$ cat config.mk
export PLATFORM = sky130hd
export DESIGN_NAME = logic_unit_seq
export DESIGN_NICKNAME = d
export VERILOG_FILES = /design/src/rtl/logic_unit_seq.sv
export SDC_FILE = /design/constraint.sdc
export NUM_CORES = 1
export LEC_CHECK = 0
export ABC_CLOCK_PERIOD_IN_PS = 5600
export BUFFER_PORTS_ARGS = -buffer_cell sky130_fd_sc_hd__buf_2
export CAP_MARGIN = 30
export CORE_ASPECT_RATIO = 1.25
export CORE_MARGIN = 8
export CORE_UTILIZATION = 40
export DETAILED_ROUTE_END_ITERATION = 16
export SYNTH_ARGS = -nofsm -noshare
export SYNTH_HDL_FRONTEND = slang
export SYNTH_SLANG_ARGS = --single-unit
$ cat constraint.sdc
create_clock -name clk -period 5.6 [get_ports clk]
set_input_delay 1.12 -clock clk [delete_from_list [all_inputs] [get_ports clk]]
set_output_delay 1.12 -clock clk [all_outputs]
set_load 0.01 [all_outputs]
$ cat src/rtl/logic_unit_seq.sv
// Chunk-serial bitwise logic unit: applies one of eight logic ops CHUNK bits per
// cycle, LSB chunk first, and reports the result with popcount, zero and parity flags.
module logic_unit_seq #(
    parameter int WIDTH = 32,
    parameter int CHUNK = 8
) (
    input  logic                         clk,
    input  logic                         rst,
    input  logic                         in_valid,
    output logic                         in_ready,
    input  logic [WIDTH-1:0]             In1,
    input  logic [WIDTH-1:0]             In2,
    input  logic [2:0]                   Op,
    output logic [WIDTH-1:0]             cout1,
    output logic [$clog2(WIDTH+1)-1:0]   ones,
    output logic                         zero,
    output logic                         parity,
    output logic                         out_valid,
    input  logic                         out_ready
);

    localparam int N  = WIDTH / CHUNK;
    localparam int KW = (N > 1) ? $clog2(N) : 1;
    localparam int CW = $clog2(WIDTH + 1);

    typedef enum logic [1:0] {
        IDLE = 2'd0,
        BUSY = 2'd1,
        DONE = 2'd2
    } state_t;

    state_t           state_q;
    logic [KW-1:0]    k_q;
    logic [WIDTH-1:0] a_q;
    logic [WIDTH-1:0] b_q;
    logic [2:0]       op_q;
    logic [WIDTH-1:0] work_q;
    logic [CW-1:0]    acc_q;
    logic [WIDTH-1:0] cout1_q;
    logic [CW-1:0]    ones_q;
    logic             zero_q;
    logic             parity_q;
    logic             out_valid_q;

    logic [CHUNK-1:0] chunk_a;
    logic [CHUNK-1:0] chunk_b;
    logic [CHUNK-1:0] chunk_res;
    logic [WIDTH-1:0] work_d;
    logic [CW-1:0]    acc_d;
    logic             last_chunk;
    logic             take;

    function automatic logic [CHUNK-1:0] logic_op(
        input logic [2:0]       op,
        input logic [CHUNK-1:0] a,
        input logic [CHUNK-1:0] b
    );
        logic [CHUNK-1:0] r;
        case (op)
            3'b000:  r = a & b;
            3'b001:  r = a | b;
            3'b010:  r = a ^ b;
            3'b011:  r = ~(a | b);
            3'b100:  r = ~(a ^ b);
            3'b101:  r = a & ~b;
            3'b110:  r = a;
            default: r = ~a;
        endcase
        return r;
    endfunction

    function automatic logic [CW-1:0] popcnt(input logic [CHUNK-1:0] v);
        logic [CW-1:0] c;
        c = '0;
        for (int i = 0; i < CHUNK; i++) begin
            c = c + CW'(v[i]);
        end
        return c;
    endfunction

    assign in_ready = (state_q == IDLE) || ((state_q == DONE) && out_ready);
    assign take     = in_valid && in_ready;

    // Select chunk k of the operands and merge its result into the working word.
    always_comb begin
        chunk_a = '0;
        chunk_b = '0;
        for (int i = 0; i < N; i++) begin
            if (k_q == KW'(i)) begin
                chunk_a = a_q[i*CHUNK +: CHUNK];
                chunk_b = b_q[i*CHUNK +: CHUNK];
            end
        end
        chunk_res = logic_op(op_q, chunk_a, chunk_b);
        work_d    = work_q;
        for (int i = 0; i < N; i++) begin
            if (k_q == KW'(i)) begin
                work_d[i*CHUNK +: CHUNK] = chunk_res;
            end
        end
        acc_d      = acc_q + popcnt(chunk_res);
        last_chunk = (k_q == KW'(N - 1));
    end

    // Operand registers carry data only; they are qualified by the FSM state.
    always_ff @(posedge clk) begin
        if (take) begin
            a_q  <= In1;
            b_q  <= In2;
            op_q <= Op;
        end
    end

    always_ff @(posedge clk or posedge rst) begin
        if (rst) begin
            state_q     <= IDLE;
            k_q         <= '0;
            work_q      <= '0;
            acc_q       <= '0;
            cout1_q     <= '0;
            ones_q      <= '0;
            zero_q      <= 1'b0;
            parity_q    <= 1'b0;
            out_valid_q <= 1'b0;
        end else begin
            case (state_q)
                IDLE: begin
                    if (take) begin
                        work_q  <= '0;
                        acc_q   <= '0;
                        k_q     <= '0;
                        state_q <= BUSY;
                    end
                end
                BUSY: begin
                    work_q <= work_d;
                    acc_q  <= acc_d;
                    if (last_chunk) begin
                        cout1_q     <= work_d;
                        ones_q      <= acc_d;
                        zero_q      <= (work_d == '0);
                        parity_q    <= acc_d[0];
                        out_valid_q <= 1'b1;
                        state_q     <= DONE;
                    end else begin
                        k_q <= k_q + KW'(1);
                    end
                end
                DONE: begin
                    if (out_ready) begin
                        out_valid_q <= 1'b0;
                        if (in_valid) begin
                            work_q  <= '0;
                            acc_q   <= '0;
                            k_q     <= '0;
                            state_q <= BUSY;
                        end else begin
                            state_q <= IDLE;
                        end
                    end
                end
                default: begin
                    state_q     <= IDLE;
                    out_valid_q <= 1'b0;
                end
            endcase
        end
    end

    assign cout1     = cout1_q;
    assign ones      = ones_q;
    assign zero      = zero_q;
    assign parity    = parity_q;
    assign out_valid = out_valid_q;

endmodule
Word-level counts from Yosys, hierarchy flattened --
Cells that the tools add are included.
Storage, ports and cells: flip-flop bits (word level) 150, input port bits 71, output and inout port bits 42
Operators by class: add/sub/neg operators 9, equal/unequal tests 16, mux-type cells 34, bitwise logic cells 9, reductions and logical operators 13
Operator list (count):
- 32-bit 2-to-1 mux | 3
- 8-bit 2-to-1 mux | 12
- 32-bit one-hot mux with 3 select lines | 1
- 8-bit one-hot mux with 7 select lines | 1
- 32-bit logical NOT | 1
- 8-bit NOT | 4
- 6-bit 2-to-1 mux | 3
- 6-bit one-hot mux with 3 select lines | 1
- 8-bit bitwise AND | 2
- 2-bit 2-to-1 mux | 7
- 6-bit by 1-bit adder with 6-bit output | 2
- 2-bit one-hot mux with 3 select lines | 2
- 2-bit inequality test (second input constant) | 5
- 3-bit == test (second input constant) | 3
- 8-bit OR | 1
- 8-bit XOR | 1
- 5-bit by 1-bit adder with 6-bit output | 1
- 6-bit adder | 1
- 2-bit == test (second input constant) | 3
- 3-bit by 2-bit == test with 1-bit output (second input constant) | 2
- 3-bit AND reduction | 2
- 4-bit by 1-bit adder with 5-bit output | 1
- 5-bit AND reduction | 1
- 3-bit by 1-bit adder with 4-bit output | 1
- 15 further kinds | 20

Logic depth before layout (Yosys ltp) --
Gate-level depths: netlist (run 1).
word-level depth 17, mapped depth 25, mapped depth without buffers 23

Worst setup path after synthesis (run 1) --
Ideal clock, no wire load.
path kind register to register, start register k_q[0], end register acc_q[4], library setup time 0.251 ns, data arrival time 5.104 ns, path slack 0.245 ns, cell stages (with the launch flop) 23, buffers on the path 1, path through dfrtp_1 inv_1 ha_1 buf_6 nor3b_2 a311oi_2 inv_1 ha_1 nor3_1 o21ai_0 o211ai_1 a21oi_1 nor2_1 fa_1 fa_1 inv_1 fa_1 fa_1 fa_1 o21ai_0 a21oi_1 xor2_1 o22ai_1
Between the ends: longest elaborated chain between the ends 17
RTL lines:
- start: declaration | line 33 | logic [KW-1:0] k_q;
- start signal: assignment | line 146 | k_q <= k_q + KW'(1);
- 2-bit logical NOT | line 89 | if (k_q == KW'(i)) begin
- 8-bit 2-to-1 mux (4 in a row) | line 89
- 8-bit NOT (tied with other cells) | line 65 | 3'b101: r = a & ~b;
- 8-bit bitwise AND (tied with other cells) | line 65
- 8-bit one-hot mux with 7 select lines (*) | line 59 | case (op)
- 1-bit by 1-bit adder with 2-bit output | line 76 | c = c + CW'(v[i]);
- 2-bit by 1-bit adder with 3-bit output | line 76
- 3-bit by 1-bit adder with 4-bit output | line 76
- 4-bit by 1-bit adder with 5-bit output | line 76
- 5-bit by 1-bit adder with 6-bit output | line 76
- 6-bit by 1-bit adder with 6-bit output | line 76
- 6-bit by 1-bit adder with 6-bit output (*) | line 76
- 6-bit adder (*) | line 101 | acc_d = acc_q + popcnt(chunk_res);
- 6-bit one-hot mux with 3 select lines (*) | line 126 | case (state_q)
- end signal: assignment | line 119 | acc_q <= '0;
- end signal: assignment | line 130 | acc_q <= '0;
- end signal: assignment | line 137 | acc_q <= acc_d;
- end: declaration | line 38 | logic [CW-1:0] acc_q;
Every way passes the cells marked *; elsewhere a longest branch is shown, timed or not. A chain may end at the register's enable or synchronous reset.

Worst setup path in the final report (run 1) --
start register k_q[1], end register acc_q[4]
The elaborated chain is that of the path after synthesis.

==> metrics.md, run 1 <==
| Metric | Value |
|---|---|
| Outcome | complete, no violations |
| Area after DPL | between 7000 and 8000 um2 |
| Num rows | 54 |
| N_diodes | 0 |
| Cell area after layout | between 8000 and 9000 um2 |
| Clk_skew | between 7 and 8 ps |
| Final std cells w/o fill | approximately 1000 |
| Global-route wire length before repair | roughly 30000 um |
| Gr busiest metal | met2 |
| Reg2reg path depth | 21 |
| Gr usage total | between 15 and 20% |
| # hold bufs at CTS | 0 |
| Mean post-synth cell area | approximately 11 um2 |
| Clock tree buffer depth | 2 |
| CP arrival | about 5600 ps |
| Reg2reg end | acc_q[4] |
| DR vias | around 5500 |
| Root buffer cell | clkbuf_16 |
| FILL cells | around 1600 |
| WS Path Type | reg2reg |
| Register area | about 3900 um2 |
| Ys flop type | dfrtp_1 |
| Number of distinct library cells after synthesis | just over 60 |
| Final setup fails | 0 |
| First DRT Iteration DRCs | roughly 450 |
| Share of layout cells above drive strength 1 | between 20% and 30% |
| RSZ-0062 raised after global routing | false |
| Clk sinks | 141 |
| Met2 Resource Use GR | between 30% and 40% |
| EDFF count, synth | 67 |
| IO buf count | 112 |
| Hold endpoint | cout1[24] |
| Period minus WS final | between 5000 and 6000 ps |
| Met3 global-route usage | 4.162% |
| Min-Delay Path Class | reg2reg |
| Maximum fanout along the worst path | 10 |
| Post-Syn Instances | approximately 660 |
| Worst hold stages | 2 |
| Via-to-Cell Ratio | approximately 5.4 |
| Routed Antenna Nets | 0 |
| Synth top area cells | edfxtp_1 (29%), dfrtp_1 (26%), nand2_1 (6.2%) |
| Layout area overhead | 22.71% |
| Crit path launch type | flop |
| Core area | between 15000 and 20000 um2 |
| Area occupied by multi-input gates | 2887 um2 |
| Post-DP HPWL | between 10000 and 15000 um |
| Worst-Margin Slew | just over 800 ps |
| Met1 GRT Util | 19.56% |
| F_max | roughly 190 MHz |
| Syn_nets | 750 |
| Ys Warns | 0 |
| # Max-Cap Violations | 0 |
| Clock buffer count from CTS | 17 |
| Initial antenna violation count | 0 |
| RD Place Congestion | about 0.89 |
| IO Count | roughly 110 |
| Mapped Area | 7042 um2 |
| Slew margin rel. | between 40% and 50% |
| Placed cell count | a little under 1000 |
| CP Capture Type | flop |
| Later-pin clock latency in the skew report | 430 ps |
| H-tree depth | 4 |
| Layout Nets | 871 |
| Die X | 134.7 um |
| Final worst path period share | between 90% and 100% |
| Ys async rst share | roughly 52% |
| Vias in the first global route | ~5800 |
| Top cell type by total area after synthesis | edfxtp_1 |
| GRT overflow | 0 |
| Area share of the largest cell type after synthesis | about 29% |
| Fin. max-slew vios | 0 |
| Clock slew at reported path FFs | 60 ps |
| Fin. Hold Viols | 0 |
| Hold Startpoint | cout1[24] |
| TritonCTS clock tree | built |
| FF-to-FF setup slack | 290 ps |
| DRC Markers | 0 |
| Die area | roughly 22000 um2 |
| Synthesized flop and latch total | 141 |
| Total Wirelength | ~20000 um |
| Die height | between 150 and 200 um |
| Starting Density | 40.55% |
| Wire per inst | between 15 and 20 um |
| WP data required | 5890 ps |
| Drt pass-1 iters | 5 |
| Hold slack | 470.5 ps |
| Register area share after synthesis | 54.87% |
| Largest net degree at the start of global routing | 75 |
| Reg-to-reg startpoint | k_q[1] |
-- routing by layer --
layer / wire length (um) / up-vias / share of wire, %
met5: 0 / - / 0
met4: 785 / 0 / 4.0
met3: 1005 / 52 / 5.2
met2: 9792 / 159 / 50
met1: 7860 / 2686 / 40
li1: - / 2617 / -
-- final cells by class --
type,instances,share of cell area [%]
Sequential cell,141,44.73
Clock buffer,24,6.082
Clock inverter,8,1.144
Timing Repair Buffer,149,10.27
Inverter,26,1.129
Tap cell,224,3.244
Multi-Input combinational cell,442,33.41
-- logic make-up after synthesis --
group | count (synthesis) | share of synthesized area (%)
AO/OA/AOI/OAI | 190 | 19.31
XOR/XNOR | 4 | 0.4976
adder cells (fa/ha/maj) | 23 | 4.620
buffers and inverters | 73 | 5.064
flip-flops | 141 | 54.87
multiplexers | 3 | 0.4265
AND/OR/NAND/NOR | 222 | 15.21
-- flip-flops by register name, summed over array words and instances, names as in the netlist --
signal and flops:
zero 1, k_q 2, work_q 24, state_q 2, cout1 32, out_valid 1
a_q 32, b_q 32, op_q 3, acc_q 6, ones 6
-- synth_stat cells (all sizes together), types with 5 or more instances --
cell     instances
a211o            6
a211oi          11
a21boi           7
a21oi           26
a22o            10
a2bb2oi          6
and2             6
buf             22
clkbuf          25
dfrtp           74
edfxtp          67
fa               5
ha              18
inv             25
nand2          116
nand3b          13
nor2            22
nor2b           23
nor3            15
nor3b           13
o211ai           7
o21ai           48
o22ai           21
o31ai           11
-- stage by stage --
stage | util, % | setup TNS (ps) | setup WS (ps)
after floorplan | - | 0 | 244.6
after global placement | 45.40 | 0 | 251.1
after detailed placement | 45.52 | -7.656 | -7.656
after CTS | 49.14 | 0 | 49.52
after global routing | 49.76 | 0 | 7.185
final | 49.76 | 0 | 293.9
-- what timing repair did --
| item | 4_1_cts | 5_1_grt |
|---|---|---|
| pin swaps | 0 | 3 |
| resized for setup | 2 | 16 |
| setup buffers | 0 | 3 |
| setup endpoints to repair | 1 | 7 |
| cloned | 0 | 0 |
-- how the worst max path moves through the flow --
stage	start	end	slack (ps)	depth (start not counted)
after floorplan	k_q[0]	acc_q[4]	240	22
after global routing	k_q[1]	acc_q[4]	7	19
after detailed placement	k_q[0]	acc_q[4]	-8	21
after global placement	k_q[0]	ones[4]	250	21
after CTS	k_q[1]	acc_q[4]	50	21
final	k_q[1]	acc_q[4]	290	21
-- placed cells by master (no fill, tap or decap), types with 4 or more instances in the layout --
master / instances
o31ai_1: 9
a311o_1: 4
a211oi_1: 11
buf_4: 33
nor2b_1: 23
fa_1: 4
o21ai_0: 45
buf_2: 112
nand3_1: 4
a211o_1: 6
a21oi_1: 21
dfrtp_1: 73
nor3b_1: 11
a311oi_2: 4
nand2_1: 115
ha_1: 14
o211ai_1: 7
inv_1: 23
o21bai_1: 4
a21oi_2: 4
a21boi_0: 7
nand3b_1: 13
a21o_1: 4
o22ai_1: 21
nor2_1: 19
edfxtp_1: 67
clkbuf_16: 20
a32o_1: 4
a2bb2oi_1: 6
a22o_1: 10
nor3_1: 15
-- worst max-delay path, cell delays in order (launching register included) --
cell and delay (ps):
dfrtp_2 440, buf_4 150, ha_4 190, nor3b_2 170
a311oi_2 310, inv_1 80, ha_1 340, nor3_1 160
o21ai_0 100, o211ai_1 140, a21oi_2 70, nor2_2 130
fa_1 480, fa_1 500, inv_1 50, fa_1 500
fa_1 480, fa_2 380, o21ai_1 130, a21oi_1 90
xor2_1 170, o22ai_1 90
Power of run 1 is not shown: default switching activity piles up to over one toggle a cycle in this logic, so the estimate is an artifact.
==> run 2: changes to the inputs <==
--- a/config.mk
+++ b/config.mk
@@ -7,9 +7,8 @@
 export LEC_CHECK = 0
 export ABC_CLOCK_PERIOD_IN_PS = 5600
 export BUFFER_PORTS_ARGS = -buffer_cell sky130_fd_sc_hd__buf_2
-export CAP_MARGIN = 30
 export CORE_ASPECT_RATIO = 1.25
-export CORE_MARGIN = 8
+export CORE_MARGIN = 10
 export CORE_UTILIZATION = 40
 export DETAILED_ROUTE_END_ITERATION = 16
 export SYNTH_ARGS = -nofsm -noshare
==> metrics.md, run 2 (same netlist as run 1, synthesis figures left out) <==
| Metric | Value |
|---|---|
| Outcome | complete, no violations |
| Most frequent cells in the layout | nand2_1 (116), buf_2 (112), dfrtp_1 (72) |
| DRC Markers | 0 |
| Cells along the critical path | inv_4, ha_4, buf_4, a211oi_1, a211o_1, ha_1, nor3_1, o21ai_0, o211ai_1, a21oi_2, nor2_2, fa_1, fa_1, inv_1, fa_1, fa_1, fa_2, o21ai_0, a21oi_1, xor2_1, o22ai_1 |
| Reg2reg path depth | 21 |
| Post-Route Setup TNS | 0 ps |
| F_max | between 150 and 200 MHz |
| Via-to-Cell Ratio | about 5.5 |
| Clock tree buffer depth | 2 |
| Fin. max-slew vios | 0 |
| Initial antenna violation count | 0 |
| Worst-Margin Slew | slightly above 1000 ps |
| Slew margin rel. | 30.70% |
| Post-DP HPWL | 14110 um |
| Largest net degree at the start of global routing | 59 |
| Clock slew at reported path FFs | around 60 ps |
| Wire per inst | approximately 19 um |
| N_diodes | 0 |
| Clock buffer count from CTS | 17 |
| Commonest non-fill, non-tap cell in the layout | nand2_1 |
| CP max-delay cell | fa_1 |
| Total Wirelength | roughly 19000 um |
| Num rows | 54 |
| Maximum fanout along the worst path | 10 |
| Layout area overhead | 20.84% |
| Top Family by Delay on Critical Path | adder cells |
| Min-Delay Path Class | reg2reg |
| CP arrival | 5610 ps |
| GRT overflow | 0 |
| Drt pass-1 iters | 5 |
| Clk sinks | approximately 140 |
| DR vias | approximately 5500 |
| RD Place Congestion | between 0.9 and 1 |
| Vias in the first global route | between 5000 and 6000 |
| Final setup fails | 0 |
| Share of layout cells above drive strength 1 | about a quarter |
| Global-route wire length before repair | around 30000 um |
| Die height | roughly 170 um |
| Clk_skew | between 5 and 6 ps |
| Die X | about 140 um |
| Period minus WS final | roughly 5300 ps |
| Bufs and invs on worst path | 3 |
| WP data required | about 5900 ps |
| Layout Nets | 865 |
| Final worst path period share | 95.19% |
| Later-pin clock latency in the skew report | 420 ps |
| Die area | ~23000 um2 |
| First DRT Iteration DRCs | 491 |
| Core area | roughly 17000 um2 |
| CP most frequent cell | fa_1 |
| TritonCTS clock tree | built |
| H-tree depth | 4 |
| WS Path Type | reg2reg |
| Cell depth of the worst setup path | 21 |
| Gr usage total | 16.02% |
| Fin. Hold Viols | 0 |
| Starting Density | ~41% |
| Routed Antenna Nets | 0 |
| CP Capture Type | flop |
| IO buf count | between 100 and 150 |
| IO Count | 113 |
| Crit path launch type | flop |
| # Max-Cap Violations | 0 |
| Worst hold stages | 2 |
| Root buffer cell | clkbuf_16 |
| Max incr delay on CP | approximately 500 ps |
[run 2: cell count changes in the layout (fill, tap and decap cells not counted), sizes merged]
| cell | before | now |
|---|---|---|
| clkbuf | 24 | 22 |
| clkinv | 5 | 6 |
| buf | 149 | 143 |
[run 2: routing by layer]
layer | wire, um | GRT usage (%) | vias to the layer above
li1 | - | - | 2610
met4 | 537 | 8.269 | 0
met5 | 0 | 0 | -
met3 | 955 | 3.659 | 41
met2 | 9607 | 27.80 | 224
met1 | 7647 | 18.02 | 2639
[run 2: final timing paths]
path | to | start | slack (ps)
min in group asynchronous | cout1[4] | rst | 660
max reg2reg | acc_q[4] | k_q[0] | 270
min | ones[5] | ones[5] | 470
max in group asynchronous | k_q[0] | rst | 3820
max | acc_q[4] | k_q[0] | 270
min reg2reg | ones[5] | ones[5] | 470
[run 2: timing repair]
item	4_1_cts	5_1_grt
pin swaps	0	2
endpoints found under the hold margin	0	0
setup endpoints to repair	1	8
hold buffers	0	0
gates resized for setup	1	18
setup buffers	0	1
[run 2: through the flow]
stage	std cells	utilization (%)	hold WS (ps)	area [um2]	setup slack [ps]
after global routing	1007	49.01	503.0	8509	-12.75
after detailed placement	975	45.22	466.5	7851	13.09
after CTS	1006	48.59	479.9	8438	55.77
after floorplan	656	-	458.2	7042	244.6
final	1007	49.01	473.6	8509	269.3
after global placement	975	45.22	457.5	7851	181.3
[run 2: layout make-up]
cell class              instances  area, um2
multi-input cells             442       2885
clock buffers                  22      475.5
well taps                     224      280.3
flip-flops and latches        141       3866
inverters                      26      100.1
clock inverters                 9      108.9
fillers                      1589       8855
repair buffers                143      793.3
[run 2: worst reg2reg max path, stage by stage (launching register included)]
cell and delay [ps]:
dfrtp_2 470, inv_4 120, ha_4 190, buf_4 130, a211oi_1 40, a211o_1 340, ha_1 360, nor3_1 60
o21ai_0 160, o211ai_1 140, a21oi_2 200, nor2_2 80, fa_1 490, fa_1 490, inv_1 50, fa_1 500
fa_1 480, fa_2 370, o21ai_0 160, a21oi_1 100, xor2_1 160, o22ai_1 100
Power of run 2 is left out for the same reason.
==> run 3: changes to the inputs <==
--- a/config.mk
+++ b/config.mk
@@ -5,6 +5,7 @@
 export SDC_FILE = /design/constraint.sdc
 export NUM_CORES = 1
 export LEC_CHECK = 0
+export ABC_AREA = 1
 export ABC_CLOCK_PERIOD_IN_PS = 5600
 export BUFFER_PORTS_ARGS = -buffer_cell sky130_fd_sc_hd__buf_2
 export CORE_ASPECT_RATIO = 1.25
==> metrics.md, run 3 <==
| Metric | Value |
|---|---|
| Gr usage total | roughly 16% |
| Share of layout cells above drive strength 1 | between 20% and 30% |
| Final setup fails | 0 |
| Die X | approximately 140 um |
| Num rows | 54 |
| RSZ-0062 raised after global routing | false |
| Clk pwr share | between 10% and 20% |
| Largest net degree at the start of global routing | 76 |
| Reg2reg path depth | 19 |
| Clock slew at reported path FFs | ~60 ps |
| Core area | roughly 17000 um2 |
| Clk sinks | approximately 150 |
| Layout area overhead | 20.56% |
| Min-Delay Path Class | reg2reg |
| Die height | 169.5 um |
| Post-CTS Setup Bufs | 0 |
| Most frequent cells in the layout | nand2_1 (236), buf_2 (112), dfrtp_1 (82) |
| Final core utilization | between 40% and 50% |
| Clock tree buffer depth | 2 |
| Global-route wire length before repair | 30060 um |
| Period minus WS final | roughly 5200 ps |
| Combinational share of power | 53.6% |
| Routed Antenna Nets | 0 |
| Wire per inst | 16.40 um |
| Fin. max-slew vios | 0 |
| Layout Nets | 986 |
| Initial antenna violation count | 0 |
| Ys Warns | 0 |
| EDFF count, synth | between 60 and 70 |
| N_diodes | 0 |
| Worst hold stages | 2 |
| TritonCTS clock tree | built |
| Post-Syn Instances | approximately 780 |
| Clk_skew | 6.837 ps |
| Switch Pwr | approximately 2.7 mW |
| Ys flop type | dfrtp_1 |
| Commonest non-fill, non-tap cell in the layout | nand2_1 |
| Number of distinct library cells after synthesis | 38 |
| P per Cell Area | a little over 700 nW/um2 |
| Synthesized flop and latch total | approximately 150 |
| Synth top area cells | dfrtp_1 (29%), edfxtp_1 (28%), nand2_1 (12%) |
| Slew margin rel. | ~30% |
| Final worst path period share | approximately 93% |
| Worst-Margin Slew | between 1000 and 1500 ps |
| Vias in the first global route | ~5700 |
| First DRT Iteration DRCs | roughly 320 |
| WP data required | 5850 ps |
| Net switching fraction of the power | 43.55% |
| CP arrival | between 5000 and 6000 ps |
| Count leader, synth | nand2_1 |
| Area share of the largest cell type after synthesis | about 29% |
| Mean post-synth cell area | 9.228 um2 |
| IO Count | 113 |
| Worst VDD drop | between 300 and 400 uV |
| Register area share after synthesis | 56.82% |
| Final setup margin | between 300 and 400 ps |
| Later-pin clock latency in the skew report | 430 ps |
| H-tree depth | 4 |
| GRT overflow | 0 |
| Post-Route Setup TNS | 0 ps |
| Sequential Power Share | a little over a quarter |
| Crit path launch type | flop |
| Via-to-Cell Ratio | ~5 |
| Mapped Area | roughly 7200 um2 |
| Clock buffer count from CTS | 17 |
| Setup slack at placement | ~310 ps |
| WS Path Type | reg2reg |
| Internal Power | ~3.5 mW |
| Post-DP HPWL | between 10000 and 15000 um |
| IO buf count | ~110 |
| Fin. Hold Viols | 0 |
| F_max | roughly 190 MHz |
| Die area | 23660 um2 |
| Top cell type by total area after synthesis | dfrtp_1 |
| Total Wirelength | between 15000 and 20000 um |
| Drt pass-1 iters | 4 |
| Top cells by count, synth | nand2_1 (236), dfrtp_1 (82), o21ai_0 (68) |
| CP Capture Type | flop |
| Root buffer cell | clkbuf_16 |
| Syn_nets | roughly 870 |
| Ys async rst share | a little under three fifths |
| Outcome | complete, no violations |
| DRC Markers | 0 |
| Leak | just over 4 nW |
| Maximum fanout along the worst path | 12 |
| RD Place Congestion | about 0.9 |
| Starting Density | between 40% and 50% |
| # Max-Cap Violations | 0 |
| FILL cells | 1665 |
| DR vias | around 5500 |
## run 3: cell types whose count changed in the layout (fill, tap and decap cells not counted), sizes merged, moves of 12 or more
cell	before	now
o21ai	48	90
nand3b	13	0
nor2b	23	0
inv	27	77
nor2	22	42
nor3b	13	0
nand3	4	51
nand2	116	243
buf	143	131
## run 3: worst paths after layout
| kind | startpoint | end | slack, ps |
|---|---|---|---|
| setup / recovery | k_q[0] | ones[4] | 380 |
| hold / removal | ones[2] | ones[2] | 470 |
| setup reg to reg | k_q[0] | ones[4] | 380 |
| hold reg to reg | ones[2] | ones[2] | 470 |
| max in group asynchronous | rst | work_q[2] | 3770 |
| min in group asynchronous | rst | cout1[21] | 880 |
## run 3: kinds of logic after synthesis
group                      share of synthesized area [%]
DFF                                                56.82
buffers and inverters                              6.193
AOI/OAI and AO/OA                                  11.46
and+or+nand+nor                                    20.49
adders and majority gates                          4.549
xor gates and xnor gates                          0.4899
## run 3: per-layer routing
metal  vias up  wire length, um  GRT usage (%)
li1       2804                -              -
met1      2525             8126          19.09
met2       135             8963          26.26
met3        34              916          4.227
met4         0              512          6.969
met5         -                0              0
## run 3: what timing repair did
action / in CTS / in global routing
setup endpoints to repair: 0 / 2
endpoints found under the hold margin: 0 / 0
resized for setup: 0 / 4
hold buffers: 0 / 0
## run 3: power by group through the flow
stage | Clock (mW) | Combinational (mW) | Sequential [mW]
floorplan | 0 | 2.34 | 1.72
global placement | 0 | 3.33 | 1.68
detailed placement | 0 | 3.36 | 1.69
CTS | 1.25 | 3.38 | 1.67
global route | 1.29 | 3.85 | 1.71
finish | 1.23 | 3.34 | 1.67
## run 3: area by class of cell
cell class / count / area [um2] / share of cell area, %
multi-input cells: 519 / 2658 / 30.82
well taps: 224 / 280.3 / 3.251
flip-flops and latches: 149 / 4064 / 47.13
clock buffers: 19 / 454.2 / 5.268
clock inverters: 13 / 175.2 / 2.032
inverters: 74 / 284.0 / 3.294
repair buffers: 131 / 706.9 / 8.199
## run 3: metrics by stage
step | total power [mW] | hold slack, ps | instance area (um2) | cells
floorplan | 4.060 | 449.3 | 7152 | 775
global placement | 5.008 | 460.6 | 7984 | 1097
detailed placement | 5.044 | 466.4 | 7984 | 1097
CTS | 6.295 | 481.7 | 8613 | 1129
global route | 6.844 | 497.4 | 8622 | 1129
finish | 6.239 | 473.6 | 8622 | 1129
## run 3: critical path: stages (launching register included)
cell and delay [ps]:
dfrtp_1 390, ha_1 390, inv_2 200, or2_2 330
nand2_1 100, ha_1 240, o2bb2ai_1 130, nor3_1 130
nand2_1 110, nand2_1 110, inv_1 60, fa_1 450
fa_1 490, inv_1 50, fa_1 500, fa_1 460
fa_1 420, o21ai_1 170, xor2_1 200, o21ai_0 110
(Power assumes the default switching activity.)
